$ cat src/rtl/serializer_pkg.sv
// ---------------------------------------------------------------------------
// serializer_pkg
//   Shared definitions for the serializer and its front-end arbiter:
//   sample width, default channel count, header/footer byte values and the
//   arbiter frame-sequencing state encoding.
// ---------------------------------------------------------------------------
package serializer_pkg;

    localparam int SAMPLE_W         = 8;
    localparam int NUM_CHANNELS_DEF = 16;

    typedef logic [SAMPLE_W-1:0] sample_t;

    // Bytes the serializer frames each data burst with.
    localparam sample_t HEADER = 8'hAA;
    localparam sample_t FOOTER = 8'hFF;

    typedef enum logic [2:0] {
        ST_IDLE  = 3'd0,
        ST_START = 3'd1,
        ST_HDR   = 3'd2,
        ST_DATA  = 3'd3,
        ST_FTR   = 3'd4,
        ST_GAP   = 3'd5
    } state_e;

endpackage

$ cat src/rtl/serializer_arbiter_if.sv
// ---------------------------------------------------------------------------
// serializer_arbiter_if
//   Bundles the source-side and serializer-side signals of the arbiter.
//   master : the environment (sources, enable) -- drives requests and data
//   slave  : the arbiter -- drives read strobes, grants and serializer inputs
//
//   enable        1 = new frames may be granted
//   src_req       per-source request (source holds a full frame)
//   src_data      flattened current word, source i on [8i+7:8i]
//   src_rd        per-source read strobe, source advances on clk when high
//   src_grant     one-hot grant held for the whole frame
//   ser_din       sample to the serializer
//   ser_din_valid frame start pulse to the serializer
//   busy          arbiter not idle
//   frame_done    one-cycle pulse in the footer cycle
//   frame_src     index of the current/last granted source
// ---------------------------------------------------------------------------
interface serializer_arbiter_if #(
    parameter int NUM_SRC = 4,
    parameter int SRC_W   = $clog2(NUM_SRC)
);
    import serializer_pkg::*;

    logic                        enable;
    logic [NUM_SRC-1:0]          src_req;
    logic [NUM_SRC*SAMPLE_W-1:0] src_data;
    logic [NUM_SRC-1:0]          src_rd;
    logic [NUM_SRC-1:0]          src_grant;
    sample_t                     ser_din;
    logic                        ser_din_valid;
    logic                        busy;
    logic                        frame_done;
    logic [SRC_W-1:0]            frame_src;

    modport master (
        output enable, src_req, src_data,
        input  src_rd, src_grant, ser_din, ser_din_valid, busy, frame_done, frame_src
    );

    modport slave (
        input  enable, src_req, src_data,
        output src_rd, src_grant, ser_din, ser_din_valid, busy, frame_done, frame_src
    );

endinterface

$ cat src/rtl/rr_arbiter.sv
// ---------------------------------------------------------------------------
// rr_arbiter
//   Purely combinational round-robin pick. Scans req starting at index
//   'start' and wrapping modulo NUM_SRC; the first set bit wins.
//
//   req       in  NUM_SRC  request vector
//   start     in  SRC_W    first index to examine
//   grant     out NUM_SRC  one-hot winner (all zero when req == 0)
//   grant_idx out SRC_W    binary index of the winner (0 when req == 0)
// ---------------------------------------------------------------------------
module rr_arbiter #(
    parameter int NUM_SRC = 4,
    parameter int SRC_W   = $clog2(NUM_SRC)
) (
    input  logic [NUM_SRC-1:0] req,
    input  logic [SRC_W-1:0]   start,
    output logic [NUM_SRC-1:0] grant,
    output logic [SRC_W-1:0]   grant_idx
);

    int               pos;
    logic [SRC_W-1:0] idx;
    logic             found;

    always_comb begin
        // NOTE: every signal written here gets a default before the loop, so
        // no path through the block leaves it unassigned and no latch is inferred.
        grant     = '0;
        grant_idx = '0;
        found     = 1'b0;
        pos       = 0;
        idx       = '0;
        for (int k = 0; k < NUM_SRC; k++) begin
            pos = int'(start) + k;
            if (pos >= NUM_SRC) begin
                pos = pos - NUM_SRC;
            end
            idx = SRC_W'(pos);
            if (!found && req[idx]) begin
                found      = 1'b1;
                grant[idx] = 1'b1;
                grant_idx  = idx;
            end
        end
    end

endmodule

$ cat src/rtl/serializer_arbiter.sv
// ---------------------------------------------------------------------------
// serializer_arbiter
//   Shares one serializer among NUM_SRC frame sources. In IDLE it picks a
//   requester round-robin, pulses ser_din_valid for one cycle, waits out the
//   serializer's header cycle, streams NUM_CHANNELS words from the granted
//   source (one read strobe per word), idles through the footer cycle and
//   GAP_CYCLES further cycles, then arbitrates again.
//
//   clk  in  clock shared with the serializer
//   rst  in  synchronous, active-high reset shared with the serializer
//   bus  slave modport of serializer_arbiter_if (see interface header)
//
//   All outputs decode from registered state/grant/counter; src_req only
//   feeds the next-state logic. ser_din muxes src_data combinationally so
//   the word tracks the source as it advances on each read strobe.
// ---------------------------------------------------------------------------
module serializer_arbiter
    import serializer_pkg::*;
#(
    parameter int NUM_SRC      = 4,
    parameter int NUM_CHANNELS = NUM_CHANNELS_DEF,
    parameter int GAP_CYCLES   = 1,
    parameter int SRC_W        = $clog2(NUM_SRC)
) (
    input logic                 clk,
    input logic                 rst,
    serializer_arbiter_if.slave bus
);

    localparam int CNT_W = $clog2(NUM_CHANNELS);

    state_e             state_q, state_d;
    logic [CNT_W-1:0]   cnt_q, cnt_d;
    logic [3:0]         gap_q, gap_d;
    logic [NUM_SRC-1:0] grant_q, grant_d;
    logic [SRC_W-1:0]   src_q, src_d;
    // rr_q is where the next search begins: one past the last winner.
    logic [SRC_W-1:0]   rr_q, rr_d;

    logic [NUM_SRC-1:0] arb_grant;
    logic [SRC_W-1:0]   arb_idx;
    sample_t            mux_word;

    rr_arbiter #(
        .NUM_SRC (NUM_SRC),
        .SRC_W   (SRC_W)
    ) u_rr_arbiter (
        .req       (bus.src_req),
        .start     (rr_q),
        .grant     (arb_grant),
        .grant_idx (arb_idx)
    );

    always_ff @(posedge clk) begin
        // NOTE: non-blocking assignments so every flop updates from the values
        // present before the edge, independent of statement order.
        if (rst) begin
            state_q <= ST_IDLE;
            cnt_q   <= '0;
            gap_q   <= '0;
            grant_q <= '0;
            src_q   <= '0;
            rr_q    <= '0;
        end else begin
            state_q <= state_d;
            cnt_q   <= cnt_d;
            gap_q   <= gap_d;
            grant_q <= grant_d;
            src_q   <= src_d;
            rr_q    <= rr_d;
        end
    end

    always_comb begin
        state_d = state_q;
        cnt_d   = cnt_q;
        gap_d   = gap_q;
        grant_d = grant_q;
        src_d   = src_q;
        rr_d    = rr_q;
        case (state_q)
            ST_IDLE: begin
                if (bus.enable && (|bus.src_req)) begin
                    grant_d = arb_grant;
                    src_d   = arb_idx;
                    rr_d    = (int'(arb_idx) == NUM_SRC - 1) ? '0 : arb_idx + SRC_W'(1);
                    state_d = ST_START;
                end
            end
            ST_START: state_d = ST_HDR;
            ST_HDR: begin
                cnt_d   = '0;
                state_d = ST_DATA;
            end
            ST_DATA: begin
                if (int'(cnt_q) == NUM_CHANNELS - 1) begin
                    cnt_d   = '0;
                    state_d = ST_FTR;
                end else begin
                    cnt_d = cnt_q + CNT_W'(1);
                end
            end
            ST_FTR: begin
                if (GAP_CYCLES > 0) begin
                    gap_d   = '0;
                    state_d = ST_GAP;
                end else begin
                    grant_d = '0;
                    state_d = ST_IDLE;
                end
            end
            ST_GAP: begin
                if (int'(gap_q) == GAP_CYCLES - 1) begin
                    gap_d   = '0;
                    grant_d = '0;
                    state_d = ST_IDLE;
                end else begin
                    gap_d = gap_q + 4'd1;
                end
            end
            default: begin
                state_d = ST_IDLE;
                cnt_d   = '0;
                gap_d   = '0;
                grant_d = '0;
            end
        endcase
    end

    // grant_q is one-hot, so an OR of masked words selects the granted source.
    always_comb begin
        mux_word = '0;
        for (int i = 0; i < NUM_SRC; i++) begin
            if (grant_q[i]) begin
                mux_word = mux_word | bus.src_data[i*SAMPLE_W +: SAMPLE_W];
            end
        end
    end

    always_comb begin
        bus.src_grant     = grant_q;
        bus.frame_src     = src_q;
        bus.busy          = (state_q != ST_IDLE);
        bus.ser_din_valid = (state_q == ST_START);
        bus.frame_done    = (state_q == ST_FTR);
        bus.src_rd        = '0;
        bus.ser_din       = '0;
        if (state_q == ST_DATA) begin
            bus.src_rd  = grant_q;
            bus.ser_din = mux_word;
        end
    end

endmodule

$ cat src/flat_wrapper.sv
// flat-port wrapper written by rule: the top's interface ports become plain ports
module serializer_arbiter_flat import serializer_pkg::*;
#(
    parameter int NUM_SRC      = 4,
    parameter int NUM_CHANNELS = NUM_CHANNELS_DEF,
    parameter int GAP_CYCLES   = 1,
    parameter int SRC_W        = $clog2(NUM_SRC)
)
  (clk, rst, bus_enable, bus_src_req, bus_src_data, bus_src_rd, bus_src_grant, bus_ser_din, bus_ser_din_valid, bus_busy, bus_frame_done, bus_frame_src);
  serializer_arbiter_if #(.NUM_SRC(NUM_SRC), .SRC_W(SRC_W)) bus_i ();
  input logic clk;
  input logic rst;
  input wire logic [$bits(bus_i.enable)-1:0] bus_enable;
  input wire logic [$bits(bus_i.src_req)-1:0] bus_src_req;
  input wire logic [$bits(bus_i.src_data)-1:0] bus_src_data;
  output wire logic [$bits(bus_i.src_rd)-1:0] bus_src_rd;
  output wire logic [$bits(bus_i.src_grant)-1:0] bus_src_grant;
  output wire logic [$bits(bus_i.ser_din)-1:0] bus_ser_din;
  output wire logic [$bits(bus_i.ser_din_valid)-1:0] bus_ser_din_valid;
  output wire logic [$bits(bus_i.busy)-1:0] bus_busy;
  output wire logic [$bits(bus_i.frame_done)-1:0] bus_frame_done;
  output wire logic [$bits(bus_i.frame_src)-1:0] bus_frame_src;
  assign bus_i.enable = bus_enable;
  assign bus_i.src_req = bus_src_req;
  assign bus_i.src_data = bus_src_data;
  assign bus_src_rd = bus_i.src_rd;
  assign bus_src_grant = bus_i.src_grant;
  assign bus_ser_din = bus_i.ser_din;
  assign bus_ser_din_valid = bus_i.ser_din_valid;
  assign bus_busy = bus_i.busy;
  assign bus_frame_done = bus_i.frame_done;
  assign bus_frame_src = bus_i.frame_src;
  serializer_arbiter #(.NUM_SRC(NUM_SRC), .NUM_CHANNELS(NUM_CHANNELS), .GAP_CYCLES(GAP_CYCLES), .SRC_W(SRC_W)) u_core (.clk(clk), .rst(rst), .bus(bus_i));
endmodule
$ cat config.mk
export PLATFORM = sky130hd
export DESIGN_NAME = serializer_arbiter_flat
export DESIGN_NICKNAME = d
export VERILOG_FILES = /design/src/rtl/serializer_pkg.sv /design/src/rtl/serializer_arbiter_if.sv /design/src/rtl/rr_arbiter.sv /design/src/rtl/serializer_arbiter.sv /design/src/flat_wrapper.sv
export SDC_FILE = /design/constraint.sdc
export NUM_CORES = 1
export LEC_CHECK = 0
export CORE_MARGIN = 10
export CORE_UTILIZATION = 45
export DETAILED_ROUTE_END_ITERATION = 10
export GPL_ROUTABILITY_DRIVEN = 1
export PLACE_DENSITY_LB_ADDON = 0.15
export SLEW_MARGIN = 20
export SYNTH_ARGS = -nofsm -noshare
export SYNTH_HDL_FRONTEND = slang
export SYNTH_HIERARCHICAL = 1
export SYNTH_SLANG_ARGS = --single-unit
export TNS_END_PERCENT = 1
$ cat constraint.sdc
create_clock -name clk -period 3.29 [get_ports clk]
set_input_delay 0.4935 -clock clk [delete_from_list [all_inputs] [get_ports clk]]
set_output_delay 0.4935 -clock clk [all_outputs]
set_load 0.1 [all_outputs]
* After elaboration in Yosys (flattened, before gate mapping)
Index checks and enable logic that the tools add are counted.
Storage, ports and cells: register bits after elaboration 19, bits in latches 0, RAM bits 0, ROM bits 0, bits of input ports 39, logic and storage cells 115, memories kept 0
Operators by class: $add $sub $neg 10, $mul 0, divide/modulo/power cells 0, magnitude comparators 12, equal/unequal tests 10, shifts and indexed selects 0, multiplexer cells 49, bitwise gates (word level) 7, reduce and logical (&&, ||, !) cells 21
Operators by type and width (count):
- 2-to-1 mux 8 bit | 5
- 2-to-1 mux 4 bit | 9
- bitwise OR 8 bit | 3
- 2-to-1 mux 2 bit | 9
- one-hot mux 3 bit (6 select lines) | 1
- one-hot mux 4 bit (2 select lines) | 2
- OR reduction 4 bit | 4
- less-than comparator 2 x 3 -> 1 bit, second input constant | 4
- bitwise OR 4 bit | 3
- one-hot mux 4 bit (3 select lines) | 1
- 2-to-1 mux 1 bit | 11
- greater-or-equal comparator 3 bit, second input constant | 3
- 2-to-1 mux 3 bit | 3
- adder 4 x 1 -> 4 bit, second input constant | 2
- binary-select mux 1 bit (select 2 bit) | 4
- demux 1 bit (select 2 bit) | 4
- greater-or-equal comparator 2 x 1 -> 1 bit, second input constant | 4
- logical AND 1 bit | 8
- subtractor 2 x 1 -> 2 bit, second input constant | 4
- adder 2 x 2 -> 3 bit, second input constant | 2
- == test 3 x 2 -> 1 bit, second input constant | 2
- == test 3 bit, second input constant | 2
- != test 2 x 1 -> 1 bit, second input constant | 3
- AND reduction 3 bit | 2
- 12 further kinds | 14

* Longest topological paths before layout
depth in word-level cells 16, gate-level depth with buffers 11

* By module
Netlist, hierarchy kept.
By module, submodules not included:
- serializer_arbiter | instances 1, cells each 145, area each 1173.6 sq um, sequential area each 380.4 sq um
- rr_arbiter | instances 1, cells each 65, area each 489.2 sq um, sequential area each 0.0 sq um

* Least setup slack after synthesis
Ideal clock, no wire load.
path kind flip-flop to output port, start register u_core.grant_q[0], in the netlist u_core/bus.src_grant[0], end output bus_ser_din[0], arrival time 2.874 ns, path slack -0.077 ns, cell stages (with the launch flop) 4, buffers on the path 1, path through dfxtp_1 > clkbuf_1 > a22oi_1 > a21oi_1
Between the ends: word-level cells in the longest chain between the ends 8
Ends and longest elaborated chain:
- start, declared | line serializer_arbiter.sv:35 | logic [NUM_SRC-1:0] grant_q, grant_d;
- start signal, assigned | line serializer_arbiter.sv:68 | grant_q <= grant_d;
- 2-to-1 mux 8 bit (*) | line serializer_arbiter.sv:134 | if (grant_q[i]) begin
- bitwise OR 8 bit | line serializer_arbiter.sv:135 | mux_word = mux_word | bus.src_data[i*SAMPLE_W +: SAMPLE_W];
- 2-to-1 mux 8 bit (*) | line serializer_arbiter.sv:134
- bitwise OR 8 bit | line serializer_arbiter.sv:135
- 2-to-1 mux 8 bit (*) | line serializer_arbiter.sv:134
- bitwise OR 8 bit | line serializer_arbiter.sv:135
- 2-to-1 mux 8 bit (*) | line serializer_arbiter.sv:134
- 2-to-1 mux 8 bit (*) | line serializer_arbiter.sv:148 | if (state_q == ST_DATA) begin
- end, declared | line flat_wrapper.sv:18 | output wire logic [$bits(bus_i.ser_din)-1:0] bus_ser_din;
Every way passes the cells marked *; elsewhere a longest branch is shown, timed or not.

* Worst setup path after layout
start input bus_src_req[3], end register u_core.rr_q[0]
Between the ends: word-level cells in the longest chain between the ends 14, elaborated cells on any way between the ends 27, classes of those cells 1 x add/sub; 1 x eq/ne; 16 x mux; 9 x reduce/logical
Ends and longest elaborated chain:
- start, declared | line flat_wrapper.sv:14 | input wire logic [$bits(bus_i.src_req)-1:0] bus_src_req;
- binary-select mux 1 bit (select 2 bit) | line rr_arbiter.sv:39 | if (!found && req[idx]) begin
- 2-to-1 mux 1 bit (implied by the code) | line rr_arbiter.sv:39
- 2-to-1 mux 1 bit | line rr_arbiter.sv:39
- zero test 1 bit | line rr_arbiter.sv:39
- logical AND 1 bit | line rr_arbiter.sv:39
- 2-to-1 mux 1 bit | line rr_arbiter.sv:39
- zero test 1 bit | line rr_arbiter.sv:39
- logical AND 1 bit | line rr_arbiter.sv:39
- 2-to-1 mux 1 bit | line rr_arbiter.sv:39
- zero test 1 bit | line rr_arbiter.sv:39
- logical AND 1 bit | line rr_arbiter.sv:39
- 2-to-1 mux 2 bit (*) | line rr_arbiter.sv:39
- net u_core.arb_idx[1] | line serializer_arbiter.sv:41 | logic [SRC_W-1:0] arb_idx;
- == test 2 x 1 -> 1 bit (*) | line serializer_arbiter.sv:86 | rr_d = (int'(arb_idx) == NUM_SRC - 1) ? '0 : arb_idx + SRC_W'(1);
- 2-to-1 mux 2 bit (*) | line serializer_arbiter.sv:86
- end signal, assigned | line serializer_arbiter.sv:70 | rr_q <= rr_d;
- end, declared | line serializer_arbiter.sv:38 | logic [SRC_W-1:0] rr_q, rr_d;
Mark *: on every way through the listed nets, which the timed path passes. The rest lies on a longest branch. The select of a mux whose other input is x is not followed. A chain may end at the register's enable or synchronous reset.

==> flow_metrics.tcl <==
set metrics [dict create \
    synth.distinct_cells 54 \
    syn_to_final_growth_pct 38.0 \
    synthSimpleGateAreaFrac_pct 23.9 \
    cts.sinks 19 \
    synth_xor_xnor_area_share_pct 0 \
    cp_max_fo 10 \
    fill_cells 327 \
    rrSetupSlack_ns 0.66 \
    finClkSkew_ns 0.00684 \
    grt_max_degree 24 \
    vias 1801 \
    min_period_over_period_pct 85.1 \
    timing.final.ws_setup_ns 0.491 \
    hold_viol_final 0 \
    power_frac_comb_pct 49.1 \
    fin_util_pct 63.6 \
    drive_gt1_share_pct 17.4 \
    numCtsBuffers 3 \
    io_buffers 59 \
    dp_hpwl_um 3950 \
    worstMarginPinSlew_ns 0.978 \
    cts_tree "built" \
    internal_power_uw 501 \
    crit_type "in -> reg" \
    antenna_found_initial 0 \
    synth_top_cells_by_area "dfxtp_1 (23%), a22oi_1 (7.7%), ha_1 (6.8%)" \
    wirelength_um 5060 \
    tns_ns 0 \
    die_y_um 80.8 \
    regArea_um2 380 \
    swShare_pct 41.4 \
    start_kind "primary input" \
    firstDrtPassIters 4 \
    maxCapViolations 0 \
    avgViaCountPerCell 5.77 \
    clkPwrFrac_pct 18.7 \
    setup.worst_path.end "u_core/rr_q[0]$_SDFFE_PP0P_" \
    finalNetCount 313 \
    clk_latency_ns 0.26 \
    reg2reg_from "u_core/rr_q[1]$_SDFFE_PP0P_" \
    cp.required_ns 3.48 \
    postRouteAntennaNets 0 \
    rsz0062_at_grt "false" \
    cp_data_arrival_time_ns 2.99 \
    ff2ff_path_depth 9 \
    post_cts.repair.setup_buffers 0 \
    overflow 0 \
    setup_viol 0 \
    multi_input_area_um2 1160 \
    clk_pin_slew_ns 0.07 \
    antenna_cells 0 \
    max_slew_margin_pct 34.6 \
    synth_edf_count 0 \
    finalMaxSlewViolations 0 \
    synth_fa_ha_area_share_pct 6.77 \
    wl_per_cell_um 16.2 \
    grt_pass1_wl_um 8210 \
    postCtsHoldBufs 0 \
    leakagePower_nw 0.844 \
    dieArea_um2 6530 \
    yosysSeqAreaShare_pct 22.9 \
    crit_path_start "bus_src_req[3]" \
    drc_errors 0 \
    min_period_ns 2.80 \
    syn_inst 210 \
    net-switching-power_uw 353 \
    ys.flop_type "dfxtp_1" \
    r2r-end "u_core/rr_q[0]$_SDFFE_PP0P_" \
    core_area_um2 3610 \
    synth_mux_area_share_pct 5.27 \
    synth_area_leader_cell "dfxtp_1" \
    power.density_nw_per_um2 372 \
    drt_iter0_markers 130 \
    synthArstFlopShare_pct 0 \
    grtUsageTotal_pct 15.2 \
    endpoint_kind "flop" \
    seqPwrFrac_pct 32.2 \
    irDropWorstVdd_mv 0.306 \
    syn_nets 258 \
    timing.fmax_mhz 357 \
    clockRootBuffer "clkbuf_8" \
    first_global_vias 1590 \
    status "finished, final reports clean" \
    synth_compound_area_share_pct 33.9 \
    syn-cell-area_um2 1660 \
    synth_top_area_share_pct 22.9 \
    postCtsResizedCells 0 \
    power_uw 854 \
    die_w_um 80.8 \
    hp-class "reg -> reg" \
    hold_slack_ns 0.490 \
    start_util_pct 46.1 \
    clock_path_buffers 2 \
    yosysWarningCount 6 \
    synth_seq_cells 19 \
    post-place-ws_ns 0.232 \
    rows 22 \
    io_pins 60 \
    avgSynthCellArea_um2 7.92 \
    place_congestion 0.768 \
    synth_top_family_by_area "compound AO/OA/AOI/OAI gates" \
    h-tree-depth 1 \
]
cell type report:
cell class,instances,area share (%)
sequential,19,16.6
inverter,11,1.80
clock buffer,3,1.80
clock inverter,1,0.218
multi-input combinational,163,50.7
tap,48,2.62
timing repair buffer,67,26.3
cell usage in the layout, fill, tap and decap left out, types with 2 or more instances in the layout:
master            n
a2111oi_0         4
a21oi_1          19
a221o_1           4
a221o_2           4
a22oi_1          17
a31oi_1           3
and3_1            2
and3b_1           4
buf_4            27
clkbuf_8          3
clkdlybuf4s50_1  40
dfxtp_1          19
ha_1              9
inv_1            10
mux2i_1           2
mux4_2            3
nand2_1          15
nand2b_1          4
nand3_1           8
nor2_1           14
nor2b_1           2
nor3_1            4
nor3b_1           3
o21ai_0          13
or3_1             2
flip-flops by register name, summed over array words and instances, names as in the netlist:
register and count:
u_core/gap_q 4, u_core/cnt_q 4, u_core/state_q 3, u_core/bus.src_grant 4, u_core/rr_q 2, u_core/bus.frame_src 2
how the worst min path moves through the flow:
stage | from | endpoint | slack [ns] | cells past startpoint
floorplan | u_core/gap_q[2]$_SDFFE_PP0N_ | u_core/gap_q[2]$_SDFFE_PP0N_ | 0.47 | 2
global placement | u_core/bus.frame_src[1]$_SDFFE_PP0P_ | u_core/bus.frame_src[1]$_SDFFE_PP0P_ | 0.47 | 2
detailed placement | u_core/bus.frame_src[1]$_SDFFE_PP0P_ | u_core/bus.frame_src[1]$_SDFFE_PP0P_ | 0.47 | 2
CTS | u_core/bus.frame_src[1]$_SDFFE_PP0P_ | u_core/bus.frame_src[1]$_SDFFE_PP0P_ | 0.50 | 2
global route | u_core/gap_q[1]$_SDFFE_PP0N_ | u_core/gap_q[1]$_SDFFE_PP0N_ | 0.52 | 2
finish | u_core/bus.frame_src[1]$_SDFFE_PP0P_ | u_core/bus.frame_src[1]$_SDFFE_PP0P_ | 0.49 | 2
Yosys cell counts, types with 2 or more instances:
cell type	count
nand3_1	8
dfxtp_1	19
a221o_1	4
a22oi_1	17
inv_1	10
clkbuf_2	3
mux4_2	3
mux2i_1	2
nand2b_1	4
and3b_1	4
nor2b_1	2
a2111oi_0	4
and3_1	2
clkbuf_1	7
a21oi_1	20
nor2_1	14
a31oi_1	3
nor3b_1	3
buf_2	5
a221o_2	4
nor3_1	4
nand2_1	15
or3_1	2
ha_1	9
o21ai_0	13
power groups by stage:
stage	registers, mW	clock network, mW	logic [mW]
2_1_floorplan	0.316	0	0.265
3_3_place_gp	0.280	0	0.413
3_5_place_dp	0.280	0	0.419
4_1_cts	0.275	0.168	0.420
5_1_grt	0.278	0.182	0.455
6_report	0.275	0.160	0.419
worst max-delay path, stage by stage:
cell	delay, ns
clkdlybuf4s50_1	0.53
mux4_2	0.62
or2_4	0.28
a21oi_1	0.15
a31oi_1	0.08
ha_1	0.20
or4_1	0.49
a21oi_1	0.15
metrics by stage:
stage | cell area, um^2 | std cells
global placement | 2250 | 308
finish | 2290 | 312
global route | 2290 | 312
detailed placement | 2250 | 308
CTS | 2290 | 312
floorplan | 1670 | 210
logic make-up (layout without fill, tap and decap cells):
| kind of cell | Yosys count | count (layout) |
|---|---|---|
| fa+ha+maj | 9 | 9 |
| compound gates | 79 | 79 |
| mux | 5 | 5 |
| buf+inv | 28 | 82 |
| flops | 19 | 19 |
| simple gates | 70 | 70 |
layer usage:
layer / GRT usage [%] / up-vias / routed length, um
li1: - / 910 / -
met1: 20.5 / 833 / 2340
met5: 0 / - / 0
met4: 3.29 / 0 / 41
met3: 3.64 / 4 / 314
met2: 24.1 / 54 / 2370
Power figures use the tool's default switching activity.
